$ cat src/rtl/line_fill_sequencer_pkg.sv
// Shared types and constants for the cache line fill / write-back sequencer.
package line_fill_sequencer_pkg;

    typedef enum logic [2:0] {
        IDLE  = 3'd0,
        WB    = 3'd1,
        FILL  = 3'd2,
        DRAIN = 3'd3,
        DONE  = 3'd4
    } state_t;

    localparam int WORDS_PER_LINE = 4;
    localparam int OFFSET_LSB     = 1;
    localparam int OFFSET_W       = 2;

    // Word index to cache byte offset; bit 0 is always zero for 16-bit words.
    function automatic logic [OFFSET_W:0] word_offset(input logic [OFFSET_W-1:0] idx);
        return {idx, 1'b0};
    endfunction

endpackage

$ cat src/rtl/line_fill_sequencer_rd_latency_pipe.sv
// Shift register tracking outstanding memory reads: each stage holds {valid, word index}.
module rd_latency_pipe #(
    parameter int DEPTH = 2,
    parameter int IDX_W = 2
) (
    input  logic             clk,
    input  logic             clr,
    input  logic             push_valid,
    input  logic [IDX_W-1:0] push_idx,
    output logic             head_valid,
    output logic [IDX_W-1:0] head_idx,
    output logic             inflight
);

    logic [DEPTH-1:0] valid_q;
    logic [IDX_W-1:0] idx_q [DEPTH];

    always_ff @(posedge clk) begin
        if (clr) begin
            valid_q <= '0;
            for (int i = 0; i < DEPTH; i++) begin
                idx_q[i] <= '0;
            end
        end else begin
            valid_q[0] <= push_valid;
            idx_q[0]   <= push_idx;
            for (int i = 1; i < DEPTH; i++) begin
                valid_q[i] <= valid_q[i-1];
                idx_q[i]   <= idx_q[i-1];
            end
        end
    end

    assign head_valid = valid_q[DEPTH-1];
    assign head_idx   = idx_q[DEPTH-1];

    // Reads still in flight behind the head; the head itself retires this cycle.
    always_comb begin
        inflight = 1'b0;
        for (int i = 0; i < DEPTH - 1; i++) begin
            inflight = inflight | valid_q[i];
        end
    end

endmodule

$ cat src/rtl/line_fill_sequencer.sv
// Cache line write-back / fill sequencer between cache controller and banked memory.
// Optional critical-word-first fill order: define CRITICAL_WORD_FIRST_EN.
module line_fill_sequencer
    import line_fill_sequencer_pkg::*;
#(
    parameter int ADDR_W = 16,
    parameter int DATA_W = 16,
    parameter int RD_LAT = 2
) (
    input  logic              clk,
    input  logic              rst,
    input  logic              start_wb,
    input  logic              start_fill,
    input  logic [ADDR_W-1:0] wb_addr,
    input  logic [ADDR_W-1:0] fill_addr,
    input  logic [DATA_W-1:0] cache_data_out,
    input  logic [DATA_W-1:0] mem_data_out,
    input  logic [3:0]        mem_busy,
    input  logic              mem_stall,
    input  logic              mem_err,
    output logic [ADDR_W-1:0] mem_addr,
    output logic [DATA_W-1:0] mem_data_in,
    output logic              mem_wr,
    output logic              mem_rd,
    output logic [2:0]        cache_offset,
    output logic [DATA_W-1:0] cache_data_in,
    output logic              cache_we,
`ifdef CRITICAL_WORD_FIRST_EN
    output logic              crit_valid,
`endif
    output logic              busy,
    output logic              done,
    output logic              err
);

    state_t              state;
    logic [OFFSET_W-1:0] word_cnt;
    logic [OFFSET_W-1:0] fill_base;
    logic [OFFSET_W-1:0] fill_word;
    logic [OFFSET_W-1:0] cur_word;
    logic [ADDR_W-1:3]   wb_line;
    logic [ADDR_W-1:3]   fill_line;
    logic                fill_pending;
    logic                issuing;
    logic                head_valid;
    logic [OFFSET_W-1:0] head_idx;
    logic                inflight;
    logic                start_any;
    logic                unused_bits;

    assign unused_bits = ^{wb_addr[2:0], fill_addr[2:0]};
    assign start_any   = start_wb | start_fill;

    assign fill_word = fill_base + word_cnt;
    assign cur_word  = (state == FILL) ? fill_word : word_cnt;
    // A word may only go out when its bank is free and memory is not globally stalled.
    assign issuing   = ((state == WB) || (state == FILL)) && !mem_stall && !mem_busy[cur_word];

    rd_latency_pipe #(
        .DEPTH (RD_LAT),
        .IDX_W (OFFSET_W)
    ) u_pipe (
        .clk        (clk),
        .clr        (rst),
        .push_valid (issuing && (state == FILL)),
        .push_idx   (fill_word),
        .head_valid (head_valid),
        .head_idx   (head_idx),
        .inflight   (inflight)
    );

    always_comb begin
        mem_addr      = '0;
        mem_data_in   = '0;
        mem_wr        = 1'b0;
        mem_rd        = 1'b0;
        cache_offset  = '0;
        cache_data_in = '0;
        cache_we      = 1'b0;
        if (state == WB) begin
            mem_addr     = {wb_line, word_cnt, 1'b0};
            mem_data_in  = cache_data_out;
            mem_wr       = issuing;
            cache_offset = word_offset(word_cnt);
        end else if (state == FILL) begin
            mem_addr = {fill_line, fill_word, 1'b0};
            mem_rd   = issuing;
        end
        // Returning read data owns the cache port; it never overlaps write-back.
        if (head_valid) begin
            cache_we      = 1'b1;
            cache_offset  = word_offset(head_idx);
            cache_data_in = mem_data_out;
        end
    end

    assign busy = (state != IDLE);
    assign done = (state == DONE);

`ifdef CRITICAL_WORD_FIRST_EN
    logic crit_pending;

    always_ff @(posedge clk) begin
        if (rst) begin
            crit_pending <= 1'b0;
        end else if (state == IDLE && start_any) begin
            crit_pending <= 1'b1;
        end else if (head_valid) begin
            crit_pending <= 1'b0;
        end
    end

    assign crit_valid = head_valid && crit_pending;
`endif

    always_ff @(posedge clk) begin
        if (rst) begin
            state        <= IDLE;
            word_cnt     <= '0;
            fill_base    <= '0;
            wb_line      <= '0;
            fill_line    <= '0;
            fill_pending <= 1'b0;
            err          <= 1'b0;
        end else begin
            if (state != IDLE && mem_err) begin
                err <= 1'b1;
            end
            case (state)
                IDLE: begin
                    if (start_any) begin
                        wb_line      <= wb_addr[ADDR_W-1:3];
                        fill_line    <= fill_addr[ADDR_W-1:3];
`ifdef CRITICAL_WORD_FIRST_EN
                        fill_base    <= fill_addr[2:1];
`else
                        fill_base    <= '0;
`endif
                        fill_pending <= start_wb && start_fill;
                        word_cnt     <= '0;
                        err          <= 1'b0;
                        state        <= start_wb ? WB : FILL;
                    end
                end
                WB: begin
                    if (issuing) begin
                        word_cnt <= word_cnt + 2'd1;
                        if (word_cnt == 2'(WORDS_PER_LINE - 1)) begin
                            fill_pending <= 1'b0;
                            state        <= fill_pending ? FILL : DONE;
                        end
                    end
                end
                FILL: begin
                    if (issuing) begin
                        word_cnt <= word_cnt + 2'd1;
                        if (word_cnt == 2'(WORDS_PER_LINE - 1)) begin
                            state <= DRAIN;
                        end
                    end
                end
                DRAIN: begin
                    if (!inflight) begin
                        state <= DONE;
                    end
                end
                DONE: begin
                    state <= IDLE;
                end
                default: begin
                    state <= IDLE;
                end
            endcase
        end
    end

endmodule

$ cat config.mk
export PLATFORM = sky130hd
export DESIGN_NAME = line_fill_sequencer
export DESIGN_NICKNAME = d
export VERILOG_FILES = /design/src/rtl/line_fill_sequencer_pkg.sv /design/src/rtl/line_fill_sequencer_rd_latency_pipe.sv /design/src/rtl/line_fill_sequencer.sv
export SDC_FILE = /design/constraint.sdc
export NUM_CORES = 1
export LEC_CHECK = 0
export ABC_AREA = 1
export CAP_MARGIN = 10
export CORE_MARGIN = 4
export CORE_UTILIZATION = 33
export DETAILED_ROUTE_END_ITERATION = 10
export MAX_ROUTING_LAYER = met4
export PLACE_DENSITY = 0.86
export SLEW_MARGIN = 20
export SYNTH_ARGS = -nofsm -noshare
export SYNTH_HDL_FRONTEND = slang
export SYNTH_HIERARCHICAL = 1
export SYNTH_SLANG_ARGS = --single-unit
$ cat constraint.sdc
create_clock -name clk -period 1.27 [get_ports clk]
set_clock_uncertainty 0.05 [all_clocks]
set_input_delay 0.127 -clock clk [delete_from_list [all_inputs] [get_ports clk]]
set_output_delay 0.127 -clock clk [all_outputs]
set_load 0.01 [all_outputs]
==> impl_metrics.py, run 1 <==
metrics = {
    "timing": {
        "setup_tns_ns": -21.03,
        "layout_min_cycle_time_ns": 1.67,
        "hold_viol_final": 0,
        "hold_slack_ns": 0.359,
        "setup_viol": 75,
        "slew_viol_final": 0,
        "max_freq_mhz": 600,
        "rsz0062_at_grt": "yes",
        "min_period_over_period_pct": 131,
        "worst_slack_ns": -0.396,
    },
    "pwr": {
        "seqPwrFrac_pct": 24.3,
        "pwr-share-clk_pct": 14.8,
        "p_leak_nw": 2.05,
        "power_density_nw_per_um2": 1770,
        "switching_share_pct": 39.4,
        "comb_power_share_pct": 60.9,
        "vdd_drop_max_mv": 1.07,
        "p_int_w": 0.00441,
        "p_sw_w": 0.00286,
    },
    "floorplanning": {
        "start_util_pct": 33.9,
        "fp-row-count": 28,
        "dieArea_um2": 7400,
        "io_pins": 131,
        "die_w_um": 86.0,
        "fp.coreArea_um2": 5920,
        "die_h_um": 86.0,
    },
    "global_route": {
        "grt_max_degree": 26,
        "grt_pass1_vias": 2505,
        "track_usage_pct": 18.9,
        "grt_overflow": 0,
        "antenna_found_initial": 0,
        "grt_pass1_wl_mm": 11.0,
    },
    "cts": {
        "cts_root_buf": "clkbuf_8",
        "hold_buffers": 0,
        "numCtsBuffers": 5,
        "clock_sink_count": 39,
        "cts_tree": "yes",
        "clk_pin_slew_ns": 0.07,
        "htree_levels": 2,
        "insertion_delay_ns": 0.28,
        "cts_buffer_depth": 2,
    },
    "yosys": {
        "synth-edff-count": 0,
        "synth_top_area_share_pct": 38.9,
        "synth_top_flop_cell": "dfxtp_1",
        "yosys_warnings": 6,
        "postSynth.asyncResetShare_pct": 0,
        "synthCells": 306,
        "syn_area_per_cell_um2": 6.57,
        "synth_commonest_cells": "inv_1, dfxtp_1, nand2_1",
        "yosysTopAreaCell": "dfxtp_1",
        "yosysSeqAreaShare_pct": 38.9,
        "syn_area_um2": 2010,
        "yosys-top-cells-area": "dfxtp_1, inv_1, a21oi_1",
        "ys_types": 26,
        "synth_seq_cells": 39,
        "yosysMostFrequentCell": "inv_1",
    },
    "placement": {
        "hpwl_mm": 5.11,
        "finalWeightedCongestion": 0.872,
        "port_buffers": 122,
    },
    "critical_path": {
        "arrival_ns": 1.49,
        "start_kind": "register",
        "end_kind": "output pin",
        "regToRegEndpoint": "wb_line[7]$_SDFFE_PP0P_",
        "r2r_start": "state[0]$_SDFFE_PP0P_",
        "cp.required_ns": 1.09,
        "cp-endpoint": "mem_rd",
        "crit_path_max_fanout": 3,
        "rr_worst_depth": 10,
        "path_class": "reg2out",
        "critPathLaunch": "state[0]$_SDFFE_PP0P_",
        "r2r_setup_slack_ns": -0.39,
    },
    "finish": {
        "nNetsFinal": 545,
        "synthToLayoutAreaGrowth_pct": 105,
        "drive_gt1_share_pct": 45.2,
        "n_antenna_cell": 0,
    },
    "drt": {
        "antenna_left": 0,
        "drtIter0Drc": 68,
        "vias": 2623,
        "routed_wl_mm": 7.95,
        "vias_per_cell": 4.80,
        "post-route-drc-count": 0,
        "post_drt_wl_per_cell_um": 14.6,
        "first_pass_iters": 4,
    },
    "run_status": {
        "status": "finished, violations left",
        "failed_checks": "setup timing",
    },
    "min_path": {
        "hold_path_class": "reg2reg",
        "worstHoldPathCells": 2,
    },
    "run": {
        "drv_cap": 0,
    },
}
[cell type report]
cell class	instances	area, um2
timing repair buffer	174	1640
inverter	78	303
clock buffer	6	82.6
multi-input combinational	172	1170
sequential	39	797
tap	75	93.8
fill	447	1800
clock inverter	2	35.0
[power by group through the flow]
| stage | clock (W) | sequential (W) | combinational [W] |
|---|---|---|---|
| finish | 0.00108 | 0.00177 | 0.00443 |
| global route | 0.00114 | 0.00180 | 0.00477 |
| CTS | 0.00109 | 0.00176 | 0.00374 |
| detailed placement | 0 | 0.00177 | 0.00330 |
| global placement | 0 | 0.00175 | 0.00322 |
| floorplan | 0 | 0.00175 | 0.00173 |
[what timing repair did]
action	4_1_cts	5_1_grt
setup buffers	12	14
resized for setup	254	110
gates cloned	2	2
pin swaps	8	14
setup endpoints to repair	88	85
[cells in the final DEF (no fill, tap or decap), types with 9 or more instances in the layout]
cell type	Yosys	layout
clkdlybuf4s50_1	0	67
inv_1	75	59
buf_2	6	36
dfxtp_1	39	34
buf_6	0	30
buf_4	4	28
nor2_1	35	23
nand2_1	36	20
a21oi_1	32	20
inv_2	3	16
o21ai_2	0	14
nand2_4	1	12
nor2_2	2	12
a21oi_2	0	12
o21ai_1	24	11
o22ai_1	13	9
[critical path: stages, from the launching register on]
cell     delay, ns
dfxtp_4       0.37
nor2_4        0.15
nand2_4       0.08
nand2_4       0.06
nand4_1       0.16
buf_4         0.20
nor2_2        0.06
buf_2         0.13
[flip-flops by register name, summed over array words and instances, names as in the netlist]
| register | flops |
|---|---|
| state | 3 |
| u_pipe/idx_q | 4 |
| word_cnt | 2 |
| u_pipe/valid_q | 2 |
| err | 1 |
| fill_line | 13 |
| fill_pending | 1 |
| wb_line | 13 |
[routing by layer]
layer | track usage (%) | routed length [um] | part of all wire, % | up-vias
li1 | - | - | - | 1267
met1 | 18.8 | 2870 | 36 | 1200
met2 | 35.9 | 4140 | 52 | 131
met3 | 5.00 | 685 | 8.6 | 25
met4 | 5.04 | 261 | 3.3 | 0
met5 | - | 0 | 0 | -
[metrics by stage]
step	cell area [um2]	std cells	worst slack (ns)	util, %	power, W
floorplan	2030	307	-0.0147	-	0.00348
global placement	3500	513	-0.499	59.2	0.00497
detailed placement	3500	513	-0.543	59.2	0.00507
CTS	3780	535	-0.334	63.8	0.00659
global route	4120	546	-0.477	69.6	0.00772
finish	4120	546	-0.396	69.6	0.00728
[cell families after synthesis]
logic type | after synthesis | share of synthesized area, %
buffers and inverters | 96 | 19.1
DFF | 39 | 38.9
other | 1 | 0.187
adders and majority gates | 1 | 0.623
and+or+nand+nor | 91 | 19.8
AOI/OAI and AO/OA | 78 | 21.5
[how the worst min path moves through the flow]
stage / start / endpoint / slack (ns)
after floorplan: rst / fill_pending$_SDFFE_PP0P_ / 0.15
after global placement: u_pipe/idx_q[0][0]$_SDFF_PP0_ / u_pipe/idx_q[0][2]$_SDFF_PP0_ / 0.34
after detailed placement: u_pipe/idx_q[0][0]$_SDFF_PP0_ / u_pipe/idx_q[0][2]$_SDFF_PP0_ / 0.35
after CTS: u_pipe/idx_q[0][0]$_SDFF_PP0_ / u_pipe/idx_q[0][2]$_SDFF_PP0_ / 0.36
after global routing: u_pipe/idx_q[0][1]$_SDFF_PP0_ / u_pipe/idx_q[0][3]$_SDFF_PP0_ / 0.38
final: u_pipe/idx_q[0][1]$_SDFF_PP0_ / u_pipe/idx_q[0][3]$_SDFF_PP0_ / 0.36
No activity file was read; power rests on OpenSTA's default activity.
==> run 2, diff against run 1 <==
Settings changed: CORE_MARGIN 4 to unset.
==> impl_metrics.py, run 2 (same netlist as run 1, synthesis figures left out) <==
metrics = {
    "pwr": {
        "seqPwrFrac_pct": 28.9,
        "p_total_w": 0.00625,
        "comb_power_share_pct": 56.8,
        "pwr-share-clk_pct": 14.3,
        "p_sw_w": 0.00252,
        "switching_share_pct": 40.4,
        "p_leak_nw": 1.99,
        "vdd_drop_max_mv": 0.942,
        "p_int_w": 0.00372,
        "power_density_nw_per_um2": 1600,
    },
    "finish": {
        "final_cells": 537,
        "layout_commonest_cell": "clkdlybuf4s50_1",
        "n_antenna_cell": 0,
        "final_cell_mix": "clkdlybuf4s50_1, inv_1, buf_2",
        "final_area_um2": 3910,
        "synthToLayoutAreaGrowth_pct": 94.5,
        "drive_gt1_share_pct": 39.8,
        "reg_top3": "fill_line: 13 flops, wb_line: 13 flops, u_pipe/idx_q: 4 flops",
        "final_util_pct": 66.4,
        "nNetsFinal": 536,
    },
    "run_status": {
        "status": "finished, violations left",
        "failed_checks": "setup timing",
    },
    "critical_path": {
        "end_kind": "output pin",
        "cp.required_ns": 1.09,
        "cpMaxStageDelayCell": "dfxtp_2",
        "cp_slowest_stage_delay_ns": 0.35,
        "start_kind": "register",
        "critPathMostFrequentCell": "nand2_4",
        "arrival_ns": 1.44,
        "path_cells": "nor2_4 > nand2_4 > nand2_4 > nand4_1 > buf_4 > nor2_2 > buf_2",
        "path_class": "reg2out",
        "crit_path_max_fanout": 3,
    },
    "cts": {
        "cts_buffer_depth": 2,
        "clk_pin_slew_ns": 0.07,
        "cts_tree": "yes",
        "insertion_delay_ns": 0.28,
        "htree_levels": 2,
        "numCtsBuffers": 5,
        "hold_buffers": 0,
        "clock_sink_count": 39,
        "cts_root_buf": "clkbuf_8",
    },
    "timing": {
        "max_freq_mhz": 617,
        "slew_viol_final": 0,
        "hold_viol_final": 0,
        "layout_min_cycle_time_ns": 1.62,
        "rsz0062_at_grt": "yes",
        "min_period_over_period_pct": 128,
        "setup_viol": 83,
        "worst_slack_ns": -0.352,
    },
    "run": {
        "drv_cap": 0,
    },
    "placement": {
        "hpwl_mm": 4.48,
        "finalWeightedCongestion": 0.821,
        "port_buffers": 122,
        "pre_cts_ws_ns": -0.526,
        "placed_cell_area_um2": 3490,
        "place_inst": 511,
    },
    "drt": {
        "first_pass_iters": 4,
        "post_drt_wl_per_cell_um": 14.1,
        "drtIter0Drc": 78,
        "post-route-drc-count": 0,
        "vias": 2561,
        "antenna_left": 0,
        "vias_per_cell": 4.77,
        "routed_wl_mm": 7.57,
    },
    "global_route": {
        "grt_pass1_wl_mm": 9.94,
        "track_usage_pct": 20.4,
        "grt_pass1_vias": 2252,
        "grt_max_degree": 35,
        "antenna_found_initial": 0,
        "grt_overflow": 0,
    },
    "floorplanning": {
        "io_pins": 131,
        "fp.coreArea_um2": 5890,
        "die_w_um": 80.0,
        "die_h_um": 80.0,
        "fp-row-count": 28,
        "start_util_pct": 34.1,
        "dieArea_um2": 6410,
    },
    "min_path": {
        "hold_path_class": "reg2reg",
    },
}
run 2: cell count changes in the layout (fill, tap and decap cells not counted), moves of 9 or more:
cell,change
nor2_1,+9
nor2_2,-9
a21oi_1,+9
a21oi_2,-9
run 2: final timing paths:
| kind | startpoint | endpoint | slack, ns | cells after the start |
|---|---|---|---|---|
| worst max-delay path | state[2]$_SDFFE_PP0P_ | mem_rd | -0.35 | 7 |
| worst min register to register | u_pipe/idx_q[0][1]$_SDFF_PP0_ | u_pipe/idx_q[0][3]$_SDFF_PP0_ | 0.36 | 2 |
| worst max register to register | state[2]$_SDFFE_PP0P_ | state[1]$_SDFFE_PP0P_ | -0.32 | 11 |
| worst min-delay path | u_pipe/idx_q[0][1]$_SDFF_PP0_ | u_pipe/idx_q[0][3]$_SDFF_PP0_ | 0.36 | 2 |
run 2: layer usage:
metal  wire length, um  GRT usage [%]  share of wire (%)
met1              2850           21.1                 38
met2              3940           37.4                 52
met3               568           5.83                7.5
met4               207           5.36                2.7
met5                 0              -                  0
run 2: cell type report:
type | count | area [um2]
inverter | 78 | 300
clock buffer | 8 | 100
fill | 464 | 1980
sequential | 39 | 798
tap | 75 | 93.8
timing repair buffer | 165 | 1530
multi-input combinational | 172 | 1080
run 2: power groups by stage:
stage	combinational, W	clock, W	sequential [W]
2_1_floorplan	0.00173	0	0.00175
3_3_place_gp	0.00310	0	0.00176
3_5_place_dp	0.00317	0	0.00178
4_1_cts	0.00320	0.000921	0.00177
5_1_grt	0.00387	0.000985	0.00183
6_report	0.00355	0.000894	0.00180
run 2: repair_timing:
item,in CTS,in global routing
pin swaps,5,4
endpoints found under the hold margin,0,0
setup endpoints to repair,89,87
gates resized for setup,268,71
cloned,1,1
setup buffers,15,2
run 2: worst max-delay path: cells and delay by family (launching register included):
kind	cells	cell delay, ns
and+or+nand+nor	5	0.50
buffers and inverters	2	0.31
DFF	1	0.35
run 2: per-stage QoR:
| step | setup TNS (ns) | hold WS, ns |
|---|---|---|
| final | -16.78 | 0.357 |
| after global routing | -22.09 | 0.382 |
| after global placement | -18.99 | 0.342 |
| after floorplan | -0.101 | 0.146 |
| after detailed placement | -20.37 | 0.349 |
| after CTS | -14.65 | 0.357 |
==> run 3, diff against run 2 <==
Settings changed: PLACE_DENSITY 0.86 to 0.84.
==> impl_metrics.py, run 3 (same netlist as run 1, synthesis figures left out) <==
metrics = {
    "run_status": {
        "failed_checks": "setup timing",
        "status": "finished, violations left",
    },
    "placement": {
        "finalWeightedCongestion": 0.766,
        "port_buffers": 122,
        "hpwl_mm": 4.50,
    },
    "floorplanning": {
        "fp-row-count": 28,
        "fp.coreArea_um2": 5890,
        "die_w_um": 80.0,
        "dieArea_um2": 6410,
        "start_util_pct": 34.1,
        "die_h_um": 80.0,
        "io_pins": 131,
    },
    "drt": {
        "routed_wl_mm": 7.16,
        "post_drt_wl_per_cell_um": 13.5,
        "post-route-drc-count": 0,
        "antenna_left": 0,
        "drtIter0Drc": 93,
        "vias_per_cell": 4.74,
        "vias": 2517,
        "first_pass_iters": 5,
    },
    "finish": {
        "nFillCells": 489,
        "final_cell_mix": "clkdlybuf4s50_1, inv_1, dfxtp_1",
        "n_antenna_cell": 0,
        "nNetsFinal": 531,
        "reg_top3": "fill_line: 13 flops, wb_line: 13 flops, u_pipe/idx_q: 4 flops",
        "synthToLayoutAreaGrowth_pct": 95.1,
        "layout_commonest_cell": "clkdlybuf4s50_1",
        "drive_gt1_share_pct": 37.5,
    },
    "global_route": {
        "antenna_found_initial": 0,
        "grt_overflow": 0,
        "grt_pass1_wl_mm": 9.44,
        "grt_pass1_vias": 2203,
        "track_usage_pct": 19.4,
        "grt_max_degree": 37,
    },
    "critical_path": {
        "cp.required_ns": 1.09,
        "regToRegEndpoint": "wb_line[5]$_SDFFE_PP0P_",
        "r2r_start": "state[0]$_SDFFE_PP0P_",
        "path_class": "reg2out",
        "start_kind": "register",
        "end_kind": "output pin",
        "crit_path_max_fanout": 4,
        "rr_worst_depth": 9,
        "r2r_setup_slack_ns": -0.28,
        "arrival_ns": 1.41,
    },
    "pwr": {
        "power_density_nw_per_um2": 1610,
        "p_leak_nw": 1.91,
        "p_total_w": 0.00631,
        "vdd_drop_max_mv": 0.874,
    },
    "min_path": {
        "hold_path_class": "reg2reg",
        "min_from": "u_pipe/valid_q[0]$_SDFF_PP0_",
        "min_to": "u_pipe/valid_q[1]$_SDFF_PP0_",
        "worstHoldPathCells": 2,
    },
    "timing": {
        "setup_tns_ns": -16.94,
        "min_period_over_period_pct": 125,
        "max_freq_mhz": 628,
        "hold_slack_ns": 0.357,
        "rsz0062_at_grt": "yes",
        "worst_slack_ns": -0.322,
        "slew_viol_final": 0,
        "hold_viol_final": 0,
        "setup_viol": 84,
        "layout_min_cycle_time_ns": 1.59,
    },
    "cts": {
        "cts_root_buf": "clkbuf_8",
        "htree_levels": 2,
        "clk_pin_slew_ns": 0.07,
        "numCtsBuffers": 5,
        "cts_tree": "yes",
        "clock_sink_count": 39,
        "hold_buffers": 0,
        "insertion_delay_ns": 0.28,
        "cts_buffer_depth": 2,
    },
    "run": {
        "drv_cap": 0,
    },
}
## run 3: changes by cell type in the layout (fill, tap and decap cells not counted), moves of 2 or more
cell / change
o21ai_1: +2
inv_1: +2
buf_2: -13
buf_4: -8
o22ai_2: +3
nand2_4: -5
clkdlybuf4s15_2: +16
nor3_1: +2
nor2_2: -2
nand2_1: +4
nor3_2: -2
o21ai_2: -2
clkbuf_8: -2
o22ai_1: -3
## run 3: worst max-delay path by stage
stage / from / end
global placement: mem_busy[3] / mem_wr
global route: word_cnt[0]$_SDFFE_PP0P_ / mem_wr
detailed placement: mem_busy[3] / mem_wr
CTS: state[2]$_SDFFE_PP0P_ / mem_wr
floorplan: state[0]$_SDFFE_PP0P_ / state[1]$_SDFFE_PP0P_
finish: word_cnt[0]$_SDFFE_PP0P_ / mem_wr
## run 3: layout make-up
| cell class | count | area (um2) | area share, % |
|---|---|---|---|
| Clock inverter | 1 | 30.0 | 0.766 |
| Tap cell | 75 | 93.8 | 2.39 |
| Sequential cell | 39 | 797 | 20.3 |
| Timing Repair Buffer | 160 | 1570 | 40.1 |
| Clock buffer | 6 | 72.6 | 1.85 |
| Inverter | 78 | 298 | 7.60 |
| Multi-Input combinational cell | 172 | 1060 | 27.0 |
## run 3: timing repair
| action | in CTS | in global routing |
|---|---|---|
| pin swaps | 4 | 6 |
| setup buffers | 13 | 2 |
| gates cloned | 0 | 2 |
| setup endpoints to repair | 89 | 85 |
| resized for setup | 251 | 64 |
## run 3: worst max-delay path, cell delays in order, from the launching register on
cell and delay [ns]:
dfxtp_2 0.36, inv_1 0.08, nand2_1 0.08, nand2_1 0.06, nand2_1 0.06, nand4_1 0.13, buf_6 0.16, nor2_4 0.09
buf_6 0.11
## run 3: routing by layer
| layer | up-vias | share of wire (%) | GRT usage [%] |
|---|---|---|---|
| met4 | 0 | 2.1 | 6.43 |
| met5 | - | 0 | - |
| met2 | 118 | 52 | 35.8 |
| met1 | 1146 | 37 | 19.7 |
| li1 | 1235 | - | - |
| met3 | 18 | 8.8 | 5.26 |
## run 3: per-stage QoR
step	instance area [um2]	cells	utilization (%)	setup WS, ns
3_5_place_dp	3450	507	58.6	-0.653
5_1_grt	3920	531	66.6	-0.413
2_1_floorplan	2030	307	-	-0.0147
6_report	3920	531	66.6	-0.322
4_1_cts	3640	527	61.8	-0.331
3_3_place_gp	3450	507	58.6	-0.617
## run 3: power by group
part	internal, W	switching (W)
clock	0.000576	0.000401
sequential	0.00161	0.000163
combinational	0.00167	0.00189
